`src/rtl/obstacle_placer_if.sv`:
```
// Signal bundle between the obstacle placer and its environment: request/clear
// control, generator candidate, occupancy query, head/renderer lookups, status.
interface obstacle_placer_if;
  logic       place_req;
  logic       clear;
  logic [3:0] randX;
  logic [3:0] randY;
  logic       obstacleFlag;
  logic [3:0] occ_x;
  logic [3:0] occ_y;
  logic       occupied;
  logic [3:0] headX;
  logic [3:0] headY;
  logic       hit;
  logic [3:0] pix_x;
  logic [3:0] pix_y;
  logic       pix_obstacle;
  logic       busy;
  logic       done;
  logic       fail;
  logic [3:0] obs_count;

  modport master (
    output place_req, clear, randX, randY, occupied, headX, headY, pix_x, pix_y,
    input  obstacleFlag, occ_x, occ_y, hit, pix_obstacle, busy, done, fail, obs_count
  );

  modport slave (
    input  place_req, clear, randX, randY, occupied, headX, headY, pix_x, pix_y,
    output obstacleFlag, occ_x, occ_y, hit, pix_obstacle, busy, done, fail, obs_count
  );
endinterface

```
`src/rtl/obstacle_placer.sv`:
```
// Samples generator candidates, rejects illegal/occupied cells with retry,
// stores accepted obstacles and answers head-collision and renderer queries.
module obstacle_placer #(
  parameter int unsigned MAX_OBS   = 8,
  parameter int unsigned MAX_TRIES = 15,
  parameter int unsigned X_MAX     = 14,
  parameter int unsigned Y_MAX     = 10
) (
  input logic              clk,
  input logic              nRst,
  obstacle_placer_if.slave bus
);

  typedef enum logic [1:0] {IDLE, CAPTURE, CHECK} state_t;

  localparam logic [3:0] OBS_FULL = 4'(MAX_OBS);
  localparam logic [3:0] LAST_TRY = 4'(MAX_TRIES - 1);
  localparam logic [3:0] X_LIM    = 4'(X_MAX);
  localparam logic [3:0] Y_LIM    = 4'(Y_MAX);

  state_t state, state_n;

  logic [3:0]         slot_x [MAX_OBS];
  logic [3:0]         slot_y [MAX_OBS];
  logic [MAX_OBS-1:0] slot_v;
  logic [3:0]         cand_x, cand_y;
  logic [3:0]         tries;
  logic [3:0]         obs_count;
  logic               done_q, fail_q, hit_q;

  logic start, retry, commit, give_up, flag;
  logic bad, head_hit, pix_hit;

  // Slot lookups: candidate duplicate, head collision, renderer query.
  always_comb begin
    bad = (cand_x == 4'd0) || (cand_x > X_LIM) ||
          (cand_y == 4'd0) || (cand_y > Y_LIM) ||
          bus.occupied ||
          ((cand_x == bus.headX) && (cand_y == bus.headY));
    head_hit = 1'b0;
    pix_hit  = 1'b0;
    for (int unsigned i = 0; i < MAX_OBS; i++) begin
      if (slot_v[i] && (slot_x[i] == cand_x) && (slot_y[i] == cand_y))
        bad = 1'b1;
      if (slot_v[i] && (slot_x[i] == bus.headX) && (slot_y[i] == bus.headY))
        head_hit = 1'b1;
      if (slot_v[i] && (slot_x[i] == bus.pix_x) && (slot_y[i] == bus.pix_y))
        pix_hit = 1'b1;
    end
  end

  always_ff @(posedge clk or negedge nRst) begin
    if (!nRst) state <= IDLE;
    else       state <= state_n;
  end

  always_comb begin
    state_n = state;
    start   = 1'b0;
    retry   = 1'b0;
    commit  = 1'b0;
    give_up = 1'b0;
    flag    = 1'b0;
    if (bus.clear) begin
      state_n = IDLE;
    end else begin
      unique case (state)
        IDLE: begin
          if (bus.place_req) begin
            if (obs_count < OBS_FULL) begin
              start   = 1'b1;
              state_n = CAPTURE;
            end else begin
              give_up = 1'b1;
            end
          end
        end
        CAPTURE: state_n = CHECK;
        CHECK: begin
          flag = 1'b1;
          if (!bad) begin
            commit  = 1'b1;
            state_n = IDLE;
          end else if (tries == LAST_TRY) begin
            give_up = 1'b1;
            state_n = IDLE;
          end else begin
            retry   = 1'b1;
            state_n = CAPTURE;
          end
        end
        default: state_n = IDLE;
      endcase
    end
  end

  always_ff @(posedge clk or negedge nRst) begin
    if (!nRst) begin
      slot_v    <= '0;
      obs_count <= '0;
      tries     <= '0;
      cand_x    <= '0;
      cand_y    <= '0;
      done_q    <= 1'b0;
      fail_q    <= 1'b0;
      hit_q     <= 1'b0;
      for (int unsigned i = 0; i < MAX_OBS; i++) begin
        slot_x[i] <= '0;
        slot_y[i] <= '0;
      end
    end else if (bus.clear) begin
      slot_v    <= '0;
      obs_count <= '0;
      tries     <= '0;
      done_q    <= 1'b0;
      fail_q    <= 1'b0;
      hit_q     <= 1'b0;
    end else begin
      done_q <= commit;
      fail_q <= give_up;
      hit_q  <= head_hit;
      if (start)      tries <= '0;
      else if (retry) tries <= tries + 4'd1;
      if (state == CAPTURE) begin
        cand_x <= bus.randX;
        cand_y <= bus.randY;
      end
      // Slots fill strictly in order, so obs_count doubles as the write pointer.
      if (commit) begin
        for (int unsigned i = 0; i < MAX_OBS; i++) begin
          if (obs_count == 4'(i)) begin
            slot_x[i] <= cand_x;
            slot_y[i] <= cand_y;
            slot_v[i] <= 1'b1;
          end
        end
        obs_count <= obs_count + 4'd1;
      end
    end
  end

  assign bus.obstacleFlag = flag;
  assign bus.occ_x        = cand_x;
  assign bus.occ_y        = cand_y;
  assign bus.hit          = hit_q;
  assign bus.pix_obstacle = pix_hit;
  assign bus.busy         = (state != IDLE);
  assign bus.done         = done_q;
  assign bus.fail         = fail_q;
  assign bus.obs_count    = obs_count;

endmodule

```
`src/flat_wrapper.sv`:
```
// flat-port wrapper written by rule: the top's interface ports become plain ports
module obstacle_placer_flat 
#(
  parameter int unsigned MAX_OBS   = 8,
  parameter int unsigned MAX_TRIES = 15,
  parameter int unsigned X_MAX     = 14,
  parameter int unsigned Y_MAX     = 10
)
  (clk, nRst, bus_place_req, bus_clear, bus_randX, bus_randY, bus_occupied, bus_headX, bus_headY, bus_pix_x, bus_pix_y, bus_obstacleFlag, bus_occ_x, bus_occ_y, bus_hit, bus_pix_obstacle, bus_busy, bus_done, bus_fail, bus_obs_count);
  obstacle_placer_if bus_i ();
  input logic clk;
  input logic nRst;
  input wire logic [$bits(bus_i.place_req)-1:0] bus_place_req;
  input wire logic [$bits(bus_i.clear)-1:0] bus_clear;
  input wire logic [$bits(bus_i.randX)-1:0] bus_randX;
  input wire logic [$bits(bus_i.randY)-1:0] bus_randY;
  input wire logic [$bits(bus_i.occupied)-1:0] bus_occupied;
  input wire logic [$bits(bus_i.headX)-1:0] bus_headX;
  input wire logic [$bits(bus_i.headY)-1:0] bus_headY;
  input wire logic [$bits(bus_i.pix_x)-1:0] bus_pix_x;
  input wire logic [$bits(bus_i.pix_y)-1:0] bus_pix_y;
  output wire logic [$bits(bus_i.obstacleFlag)-1:0] bus_obstacleFlag;
  output wire logic [$bits(bus_i.occ_x)-1:0] bus_occ_x;
  output wire logic [$bits(bus_i.occ_y)-1:0] bus_occ_y;
  output wire logic [$bits(bus_i.hit)-1:0] bus_hit;
  output wire logic [$bits(bus_i.pix_obstacle)-1:0] bus_pix_obstacle;
  output wire logic [$bits(bus_i.busy)-1:0] bus_busy;
  output wire logic [$bits(bus_i.done)-1:0] bus_done;
  output wire logic [$bits(bus_i.fail)-1:0] bus_fail;
  output wire logic [$bits(bus_i.obs_count)-1:0] bus_obs_count;
  assign bus_i.place_req = bus_place_req;
  assign bus_i.clear = bus_clear;
  assign bus_i.randX = bus_randX;
  assign bus_i.randY = bus_randY;
  assign bus_i.occupied = bus_occupied;
  assign bus_i.headX = bus_headX;
  assign bus_i.headY = bus_headY;
  assign bus_i.pix_x = bus_pix_x;
  assign bus_i.pix_y = bus_pix_y;
  assign bus_obstacleFlag = bus_i.obstacleFlag;
  assign bus_occ_x = bus_i.occ_x;
  assign bus_occ_y = bus_i.occ_y;
  assign bus_hit = bus_i.hit;
  assign bus_pix_obstacle = bus_i.pix_obstacle;
  assign bus_busy = bus_i.busy;
  assign bus_done = bus_i.done;
  assign bus_fail = bus_i.fail;
  assign bus_obs_count = bus_i.obs_count;
  obstacle_placer #(.MAX_OBS(MAX_OBS), .MAX_TRIES(MAX_TRIES), .X_MAX(X_MAX), .Y_MAX(Y_MAX)) u_core (.clk(clk), .nRst(nRst), .bus(bus_i));
endmodule
```
`config.mk`:
```
export PLATFORM = sky130hd
export DESIGN_NAME = obstacle_placer_flat
export DESIGN_NICKNAME = d
export VERILOG_FILES = /design/src/rtl/obstacle_placer_if.sv /design/src/rtl/obstacle_placer.sv /design/src/flat_wrapper.sv
export SDC_FILE = /design/constraint.sdc
export NUM_CORES = 1
export LEC_CHECK = 0
export ABC_AREA = 1
export CORE_MARGIN = 2
export CORE_UTILIZATION = 35
export DETAILED_ROUTE_END_ITERATION = 7
export GPL_TIMING_DRIVEN = 0
export REMOVE_ABC_BUFFERS = 1
export SYNTH_ARGS = -nofsm -noshare
export SYNTH_HDL_FRONTEND = slang
export SYNTH_SLANG_ARGS = --single-unit
export TNS_END_PERCENT = 1
```
`constraint.sdc`:
```
create_clock -name clk -period 1.9 [get_ports clk]
set_clock_uncertainty 0.2 [all_clocks]
set_input_delay 0.38 -clock clk [delete_from_list [all_inputs] [get_ports clk]]
set_output_delay 0.38 -clock clk [all_outputs]
set_load 0.02 [all_outputs]
```
==> results of run 1 <==
-- what timing repair did --
action / 4_1_cts / 5_1_grt
hold buffers: 1 / 0
buffers inserted: 72 / 4
gates resized for setup: 206 / 31
setup endpoints to repair: 108 / 98
gates cloned: 4 / 1
hold endpoints to repair: 36 / 0
pin swaps: 21 / 13
-- final timing paths --
path	slack, ns	depth (start not counted)	to
max	-0.50	7	bus_pix_obstacle
min	0.29	2	u_core.slot_x[21]
max reg2reg	-0.43	14	u_core.tries[3]
min reg2reg	0.29	2	u_core.slot_x[21]
max in group asynchronous	0.46	3	u_core.slot_y[28]
min in group asynchronous	0.32	2	u_core.tries[2]
-- cells in the final DEF (no fill, tap or decap), types with 8 or more instances in the layout --
cell type,Yosys,layout
nand2_1,359,354
nand4_1,101,101
inv_1,95,82
dfrtp_1,93,71
buf_4,7,66
o22ai_1,38,38
xor2_1,33,33
o21ai_0,32,29
nand3_1,34,28
nor2_1,37,27
a21oi_1,27,24
xnor2_1,24,24
nor3_1,26,19
dfrtp_2,0,14
inv_2,12,13
buf_12,5,12
nor2_2,5,11
clkdlybuf4s50_1,0,11
clkdlybuf4s15_2,0,10
buf_2,11,10
nand2_2,4,9
nand3_4,5,9
clkbuf_16,0,9
dfrtp_4,0,8
-- final cells by class --
cell class | count | area [um2] | share of cell area (%)
inverter | 113 | 514 | 5.76
tap | 270 | 338 | 3.78
timing repair inverter | 5 | 51.3 | 0.574
sequential | 93 | 2370 | 26.6
multi-input combinational | 768 | 4190 | 46.9
clock inverter | 2 | 10.0 | 0.112
timing repair buffer | 126 | 1210 | 13.5
clock buffer | 13 | 250 | 2.80
-- power groups by stage --
stage	clock network (mW)	registers, mW	logic (mW)
detailed placement	0	2.77	1.99
global route	1.79	2.47	3.57
CTS	1.73	2.43	3.20
floorplan	0	2.52	1.22
global placement	0	2.77	1.96
finish	1.70	2.46	3.42
-- per-stage QoR --
step / TNS [ns] / cells
finish: -32.68 / 1390
global route: -40.37 / 1390
CTS: -31.66 / 1385
detailed placement: -172.51 / 1293
global placement: -709.95 / 1290
floorplan: -162.36 / 974
-- worst max-delay path: stages (launching register included) --
cell and delay, ns:
dfrtp_2 0.45, xor2_1 0.17, nor3_1 0.24, nand4_1 0.17, nand2_2 0.13, nor2_4 0.05, nand4_1 0.12, buf_6 0.14
-- registers in the layout, indices dropped and copies added, names as in the netlist --
signal / count
u_core.bus.obs_count: 4
u_core.state: 2
u_core.tries: 4
u_core.slot_x: 32
u_core.bus.occ_x: 4
u_core.bus.occ_y: 4
u_core.bus.hit: 1
u_core.slot_y: 32
u_core.bus.fail: 1
u_core.bus.done: 1
u_core.slot_v: 8
-- per-layer routing --
metal  vias up  routed length, um  track usage, %
li1       3599                  -               -
met4         0               1390            12.2
met1      3688              11800            37.6
met2       548              12700            40.0
met5         -                  0               0
met3       125               3480            6.48
-- Yosys cell counts, types with 6 or more instances --
master and count:
nor2_1 37, xnor2_1 24, nand2_1 359, nand4_1 101, nor3_1 26, clkbuf_1 12
a211oi_1 8, dfrtp_1 93, a21oi_1 27, xor2_1 33, inv_1 95, ha_1 6
o21ai_0 32, inv_2 12, buf_4 7, buf_2 11, nand3_1 34, o22ai_1 38
buf_6 11
-- cells by family after synthesis --
family / share of synthesized area, %
DFF: 32.3
xor gates and xnor gates: 6.93
AOI/OAI and AO/OA: 10.2
buffers and inverters: 12.4
and+or+nand+nor: 37.1
adders and majority gates: 1.04
==> reports/results.txt, run 1 <==
result of the run - finished with violations
failing checks - setup timing
FF+latch count, synth - 93
total count of hold-check failures in the final report - 0
largest fanout on the critical path - 5
hold slack - 0.294 ns
fraction of layout instances using a drive strength above 1 - 21.5%
Primary FF master, synth - dfrtp_1
Crit. Startpoint - u_core.slot_x[10]
share of flip-flops with an asynchronous set or reset after synthesis - 100%
clock slew seen by the registers of the worst setup and hold paths - 0.07 ns
via density per instance - 5.73
Final Cycle Share - 127%
remaining global-route overflow - 0
Root Buffer - clkbuf_16
hold wc startpoint - u_core.slot_x[21]
starting utilization of the core area - 35.6%
worst min-delay path class - flip-flop to flip-flop
Switching Share - 43.7%
Setup Crit Path Kind - flip-flop to output port
Area Growth Syn to Fin - 23.9%
top post-synthesis cells by area - dfrtp_1, nand2_1, nand4_1
synthesized area divided by synthesized cell count - 7.01 um2
number of fill cells - 2044
sum of internal, switching and leakage power - 7.59 mW
Fmax achieved - 416 MHz
cell area after layout - 8930 um2
final worst slack - -0.504 ns
endpoint type of the worst setup path - output port
source-to-sink clock delay at the later pin of the worst-skew pair - 0.37 ns
number of enable flip-flop cells after synthesis - 0
sequential share of power - 32.4%
RSZ-0062 raised after global routing - yes
max-capacitance violation count - 0
cts bufs inserted - 9
H-tree depth - 3
number of warning messages in the yosys log - 0
core region area - 20200 um2
CP Data Arrival Time - 1.82 ns
aggregate routed wire length - 29300 um
slew at the pin closest to its max-slew limit - 0.723 ns
weighted congestion reported at the end of routability-driven placement - 0.915
number of design rule violations left after detail routing - 0
sequential-to-total area share from yosys stat - 32.3%
minimum clock period after layout - 2.40 ns
total number of vias - 7960
post-synth top area cell - dfrtp_1
antenna cells - 0
Antenna Violating Nets Remaining - 0
Max rail drop VDD - 543 uV
first-pass GRT wire length - 44400 um
total internal power - 4.27 mW
area share of the largest cell type after synthesis - 32.3%
count of port buffers added during placement - 46
clock share of power - 22.5%
largest net degree at the start of global routing - 58
pwr dens - 849 nW/um2
number of antenna violations at the first check in global routing - 0
end-of-flow core utilization - 44.2%
startpoint of the worst-slack reg-to-reg timing path - u_core.bus.occ_y[0]
area of placed instances - 7630 um2
ports placed on the boundary - 47
Combinational Power Share - 45.1%
total count of max-transition violations in the final report - 0
final setup fails - 86
CTS tree - done
maximum count of clock buffers along a single path - 2
static leakage power - 4.17 nW
height of the chip - 148 um
Switch Pwr - 3.31 mW
via count of the first global-routing pass - 7371
relative max-transition margin - 51.7%
Initial DRC Count - 1042
post-placement worst setup slack - -2.15 ns
Die X-Extent - 148 um
startpoint type of the worst setup path - flip-flop
Post-layout nets - 1151
post-synthesis cell type count - 40
Die Footprint - 21800 um2
clock tree sinks - 93
final routed wire length divided by cell count - 21.1 um
Detailed Place HPWL - 16600 um
number of rows created at floorplan - 52
GRT Resource Usage Total - 27.1%
Mapped Area - 7210 um2
required time at the worst-slack endpoint - 1.32 ns
router iterations before antenna repair - 7
post-synthesis instance total - 1029
Power figures use the tool's default switching activity.
==> run 2: changes to the inputs <==
--- a/config.mk
+++ b/config.mk
@@ -7,7 +7,7 @@
 export LEC_CHECK = 0
 export ABC_AREA = 1
 export CORE_MARGIN = 2
-export CORE_UTILIZATION = 35
+export CORE_UTILIZATION = 30
 export DETAILED_ROUTE_END_ITERATION = 7
 export GPL_TIMING_DRIVEN = 0
 export REMOVE_ABC_BUFFERS = 1
==> reports/results.txt, run 2 (synthesis gave the netlist of run 1 again) <==
result of the run - finished with violations
failing checks - setup timing
startpoint type of the worst setup path - flip-flop
largest fanout on the critical path - 4 (-1)
via count of the first global-routing pass - 7297 (-1.0%)
weighted congestion reported at the end of routability-driven placement - 0.948 (+3.7%)
cell area after layout - 9010 um2 (+0.81%)
required time at the worst-slack endpoint - 1.32 ns (about the same)
H-tree depth - 3 (unchanged)
Worst path max stage delay - 0.41 ns (-0.04 ns)
total buffers and inverters traversed by the critical path - 2 (+1)
relative max-transition margin - 31.1% (-21 points)
minimum clock period after layout - 2.50 ns (+0.0978 ns)
router iterations before antenna repair - 5 (-2)
starting utilization of the core area - 30.6% (-5.0 points)
Die X-Extent - 159 um (+7.8%)
cts bufs inserted - 9 (unchanged)
Die Footprint - 25300 um2 (+16%)
ordered cell list for the critical path - inv_2, o22ai_1, a2111oi_2, nand3_1, nand4_1, buf_4
Initial DRC Count - 978 (-6.1%)
CTS tree - done
Detailed Place HPWL - 16600 um (about the same)
source-to-sink clock delay at the later pin of the worst-skew pair - 0.36 ns (about the same)
height of the chip - 159 um (+7.8%)
CP Data Arrival Time - 1.92 ns (+0.10 ns)
most common library cell in the layout ignoring fill and taps - nand2_1
number of antenna violations at the first check in global routing - 0 (unchanged)
Root Buffer - clkbuf_16
total count of max-transition violations in the final report - 0 (unchanged)
ports placed on the boundary - 47 (unchanged)
final setup fails - 86 (unchanged)
antenna cells - 0 (unchanged)
end-of-flow core utilization - 38.3% (-5.9 points)
number of design rule violations left after detail routing - 0 (unchanged)
slew at the pin closest to its max-slew limit - 1.03 ns (+0.306 ns)
area of placed instances - 7670 um2 (+0.54%)
max-capacitance violation count - 0 (unchanged)
total number of vias - 7953 (-0.088%)
static leakage power - 4.16 nW (about the same)
RSZ-0062 raised after global routing - yes
top library cells by usage in the layout, fill and taps aside - nand2_1, nand4_1, inv_1
worst min-delay path class - flip-flop to flip-flop
number of rows created at floorplan - 56 (+7.7%)
sum of internal, switching and leakage power - 7.77 mW (+2.4%)
via density per instance - 5.53 (-3.4%)
maximum count of clock buffers along a single path - 2 (unchanged)
first-pass GRT wire length - 44500 um (+0.14%)
Final Cycle Share - 132% (+5.1 points)
clock slew seen by the registers of the worst setup and hold paths - 0.07 ns (about the same)
core region area - 23500 um2 (+16%)
Fmax achieved - 400 MHz (-3.9%)
aggregate routed wire length - 29500 um (+0.67%)
cell at the slowest stage of the critical path - dfrtp_1
cell type group with the largest total delay on the critical path - compound AO/OA/AOI/OAI gates
Max rail drop VDD - 516 uV (-5.1%)
final routed wire length divided by cell count - 20.5 um (-2.6%)
final worst slack - -0.602 ns (-0.0978 ns)
pwr dens - 863 nW/um2 (+1.6%)
clock tree sinks - 93 (unchanged)
remaining global-route overflow - 0 (unchanged)
Area Growth Syn to Fin - 24.9%
Setup Crit Path Kind - flip-flop to output port
Post-layout nets - 1148 (-0.26%)
total count of hold-check failures in the final report - 0 (unchanged)
leading registers by flop count - u_core.slot_x (32), u_core.slot_y (32), u_core.slot_v (8)
Antenna Violating Nets Remaining - 0 (unchanged)
GRT Resource Usage Total - 23.0% (-4.1 points)
endpoint type of the worst setup path - output port
fraction of layout instances using a drive strength above 1 - 20.8% (-0.68 points)
largest net degree at the start of global routing - 50 (-14%)
count of port buffers added during placement - 46 (unchanged)
[run 2: cell types whose count changed in the layout (fill, tap and decap cells not counted), sizes merged, moves of 2 or more]
cell / before / now
buf: 96 / 92
clkdlybuf4s15: 10 / 7
dlygate4sd2: 6 / 9
inv: 113 / 111
[run 2: repair_timing]
action / in CTS / in global routing
resized for setup: 198 / 35
hold endpoints to repair: 48 / 0
pin swaps: 39 / 16
setup buffers: 68 / 6
hold buffers: 1 / 0
gates cloned: 5 / 0
endpoints found under the setup margin: 108 / 100
[run 2: area by class of cell]
class | instances | area (um2)
repair buffers | 123 | 1170
clock inverters | 3 | 43.8
repair inverters | 4 | 60.1
fillers | 2523 | 14500
inverters | 113 | 514
multi-input cells | 769 | 4180
well taps | 319 | 399
flip-flops and latches | 93 | 2380
clock buffers | 13 | 260
[run 2: worst reg2reg max path, cell delays in order (launching register included)]
cell     delay (ns)
dfrtp_4        0.56
inv_12         0.16
nand2_1        0.08
nand4_1        0.09
nor2_1         0.06
nand3_2        0.14
nand2_4        0.09
nor2_8         0.20
nand3_4        0.12
buf_6          0.16
buf_6          0.14
inv_12         0.13
nand4_1        0.11
nand2_1        0.10
[run 2: metrics by stage]
stage               setup WS, ns  hold WS [ns]  instances  setup TNS, ns
finish                    -0.602         0.293       1437         -34.96
global route              -0.669         0.331       1437         -42.93
CTS                       -0.510         0.298       1431         -27.80
detailed placement         -2.07         0.254       1341        -166.71
global placement           -5.28         0.259       1339        -691.87
floorplan                  -2.61        -0.116        974        -162.36
[run 2: path summary, 6_finish.rpt]
kind | cells past startpoint | slack [ns] | end | from
min in group asynchronous | 2 | 0.39 | u_core.tries[1] | nRst
worst max-delay path | 6 | -0.60 | bus_pix_obstacle | u_core.slot_x[17]
worst min-delay path | 2 | 0.29 | u_core.slot_x[21] | u_core.slot_x[21]
worst max register to register | 13 | -0.48 | u_core.slot_y[28] | u_core.bus.occ_y[1]
worst min register to register | 2 | 0.29 | u_core.slot_x[21] | u_core.slot_x[21]
max in group asynchronous | 3 | 0.43 | u_core.slot_y[21] | nRst
[run 2: per-layer routing]
metal	up-vias	track usage [%]	share of wire [%]
met5	-	0	0
met4	0	9.59	3.6
met3	87	6.28	13
met2	509	33.1	42
met1	3768	32.3	41
li1	3589	-	-
[run 2: power breakdown]
part           switching, mW  leakage, nW  total (mW)  internal, mW
clock network          0.819        0.150        1.91          1.09
logic                   2.18         2.77        3.37          1.19
registers              0.332         1.24        2.48          2.15
total                   3.34         4.16        7.77          4.44
==> run 3: changes to the inputs <==
--- a/config.mk
+++ b/config.mk
@@ -8,7 +8,9 @@
 export ABC_AREA = 1
 export CORE_MARGIN = 2
 export CORE_UTILIZATION = 30
+export CTS_BUF_LIST = sky130_fd_sc_hd__clkbuf_8
 export DETAILED_ROUTE_END_ITERATION = 7
+export GPL_ROUTABILITY_DRIVEN = 0
 export GPL_TIMING_DRIVEN = 0
 export REMOVE_ABC_BUFFERS = 1
 export SYNTH_ARGS = -nofsm -noshare
==> constraint.sdc (replaced) <==
create_clock -name clk -period 2.3 [get_ports clk]
set_clock_uncertainty 0.2 [all_clocks]
set_input_delay 0.46 -clock clk [delete_from_list [all_inputs] [get_ports clk]]
set_output_delay 0.46 -clock clk [all_outputs]
set_load 0.02 [all_outputs]
==> reports/results.txt, run 3 (synthesis gave the netlist of run 1 again) <==
Die X-Extent - 159 um (unchanged)
hold slack - 0.309 ns (+0.0159 ns)
leading registers by flop count - u_core.slot_x (32), u_core.slot_y (32), u_core.slot_v (8)
via density per instance - 5.52 (-0.26%)
pwr dens - 671 nW/um2 (-22%)
final worst slack - -0.339 ns (+0.263 ns)
via count of the first global-routing pass - 7235 (-0.85%)
CTS tree - done
worst min-delay path class - flip-flop to flip-flop
GRT Resource Usage Total - 22.4% (-0.54 points)
minimum clock period after layout - 2.64 ns
clock tree sinks - 93 (unchanged)
core region area - 23500 um2 (unchanged)
Root Buffer - clkbuf_8
aggregate routed wire length - 28700 um (-2.8%)
highest-utilization routing layer at the global route stage - met2
Fmax achieved - 379 MHz
static leakage power - 3.95 nW (-5.2%)
post-placement worst setup slack - -1.82 ns (+0.254 ns)
met1 Track Usage GR - 31.9% (-0.44 points)
end-of-flow core utilization - 36.2% (-2.1 points)
router iterations before antenna repair - 6 (+1)
RSZ-0062 raised after global routing - yes
Crit. Startpoint - bus_pix_y[3]
number of standard cells in the final layout excluding fillers - 1412 (-1.7%)
number of antenna violations at the first check in global routing - 0 (unchanged)
Antenna Violating Nets Remaining - 0 (unchanged)
largest net degree at the start of global routing - 56 (+12%)
Post-layout nets - 1126 (-1.9%)
final setup fails - 81 (-5.8%)
first-pass GRT wire length - 43500 um (-2.2%)
total count of hold-check failures in the final report - 0 (unchanged)
relative max-transition margin - 22.0% (-9.2 points)
Critical path destination - bus_pix_obstacle
ports placed on the boundary - 47 (unchanged)
number of design rule violations left after detail routing - 0 (unchanged)
hold wc startpoint - u_core.slot_x[21]
final routed wire length divided by cell count - 20.3 um (-1.1%)
Die Footprint - 25300 um2 (unchanged)
Area Growth Syn to Fin - 18.2%
placed insts - 1342 (+0.075%)
maximum count of clock buffers along a single path - 2 (unchanged)
GR Layer Usage met2 - 32.4% (-0.73 points)
largest fanout on the critical path - 9 (+5)
source-to-sink clock delay at the later pin of the worst-skew pair - 0.40 ns (+0.04 ns)
endpoint type of the worst setup path - output port
startpoint type of the worst setup path - input pin
failing checks - setup timing
Worst R2R Path Depth - 14 (+1)
met3 routing resource usage after global routing - 5.89% (-0.39 points)
number of rows created at floorplan - 56 (unchanged)
result of the run - finished with violations
total number of vias - 7794 (-2.0%)
fraction of layout instances using a drive strength above 1 - 15.6% (-5.2 points)
setup TNS after final layout - -18.74 ns (+16.22 ns)
Initial DRC Count - 973 (-0.51%)
height of the chip - 159 um (unchanged)
Setup Crit Path Kind - input pin to output port
starting utilization of the core area - 30.6% (unchanged)
count of port buffers added during placement - 46 (unchanged)
slew at the pin closest to its max-slew limit - 1.17 ns (+0.137 ns)
Final Cycle Share - 115%
clock slew seen by the registers of the worst setup and hold paths - 0.09 ns (+0.02 ns)
antenna cells - 0 (unchanged)
cts bufs inserted - 9 (unchanged)
worst reg2reg setup slack - -0.23 ns (+0.25 ns)
top library cells by usage in the layout, fill and taps aside - nand2_1, nand4_1, inv_1
H-tree depth - 3 (unchanged)
most common library cell in the layout ignoring fill and taps - nand2_1
required time at the worst-slack endpoint - 1.64 ns (+0.32 ns)
total count of max-transition violations in the final report - 0 (unchanged)
Detailed Place HPWL - 16700 um (+0.78%)
startpoint of the worst-slack reg-to-reg timing path - u_core.bus.occ_y[3]
CP Data Arrival Time - 1.98 ns (+0.06 ns)
remaining global-route overflow - 0 (unchanged)
Crit Reg-Reg Endpoint - u_core.slot_y[26]
Max rail drop VDD - 298 uV (-42%)
max-capacitance violation count - 0 (unchanged)
## run 3: cell count changes in the layout (fill, tap and decap cells not counted), moves of 5 or more
cell             before  now
inv_6                 2    7
clkbuf_16             9    0
buf_6                14    4
inv_2                15    8
dfrtp_2              16   10
clkbuf_8              2    9
buf_2                 9    4
clkdlybuf4s50_1      12   17
inv_1                81   89
buf_4                57   46
dfrtp_1              69   75
## run 3: what timing repair did
action | in CTS | in global routing
endpoints found under the hold margin | 54 | 0
gates cloned | 3 | 0
hold buffers | 1 | 0
pin swaps | 7 | 2
endpoints found under the setup margin | 103 | 87
resized for setup | 131 | 14
setup buffers | 43 | 10
## run 3: cell type report
| class | count | area (um2) |
|---|---|---|
| clock inverter | 4 | 43.8 |
| clock buffer | 9 | 124 |
| multi-input combinational | 768 | 4060 |
| timing repair inverter | 3 | 33.8 |
| tap | 319 | 399 |
| sequential | 93 | 2370 |
| fill | 2536 | 15000 |
| inverter | 113 | 502 |
| timing repair buffer | 103 | 986 |
## run 3: per-layer routing
layer	vias up	part of all wire (%)
met5	-	0
met4	0	3.4
met3	90	12
met2	494	42
met1	3666	42
li1	3544	-
## run 3: worst min-delay path by stage
stage                        endpoint  slack [ns]  cells past startpoint
floorplan             u_core.bus.done       -0.04                      0
detailed placement  u_core.slot_x[21]        0.27                      2
global route         u_core.slot_v[6]        0.35                      2
finish              u_core.slot_x[21]        0.31                      2
CTS                 u_core.slot_x[21]        0.31                      2
global placement    u_core.slot_x[21]        0.26                      2
## run 3: worst max-delay path, stage by stage
cell        delay (ns)
buf_6             0.18
clkinvlp_4        0.12
buf_4             0.19
nand2_1           0.07
nand4_1           0.11
a211oi_2          0.17
nand4_1           0.20
nand2_1           0.13
nor2_2            0.05
nand4_1           0.13
buf_4             0.17
## run 3: power breakdown
part	leakage [nW]	switching [mW]	internal, mW
Clock	0.0920	0.604	0.478
Combinational	2.60	1.66	0.903
Sequential	1.25	0.297	1.77
## run 3: metrics by stage
step           cell area (um2)  total power [mW]
2_1_floorplan             6750              3.09
3_3_place_gp              7610              3.89
3_5_place_dp              7680              3.93
4_1_cts                   8420              5.55
5_1_grt                   8520              5.96
6_report                  8520              5.71
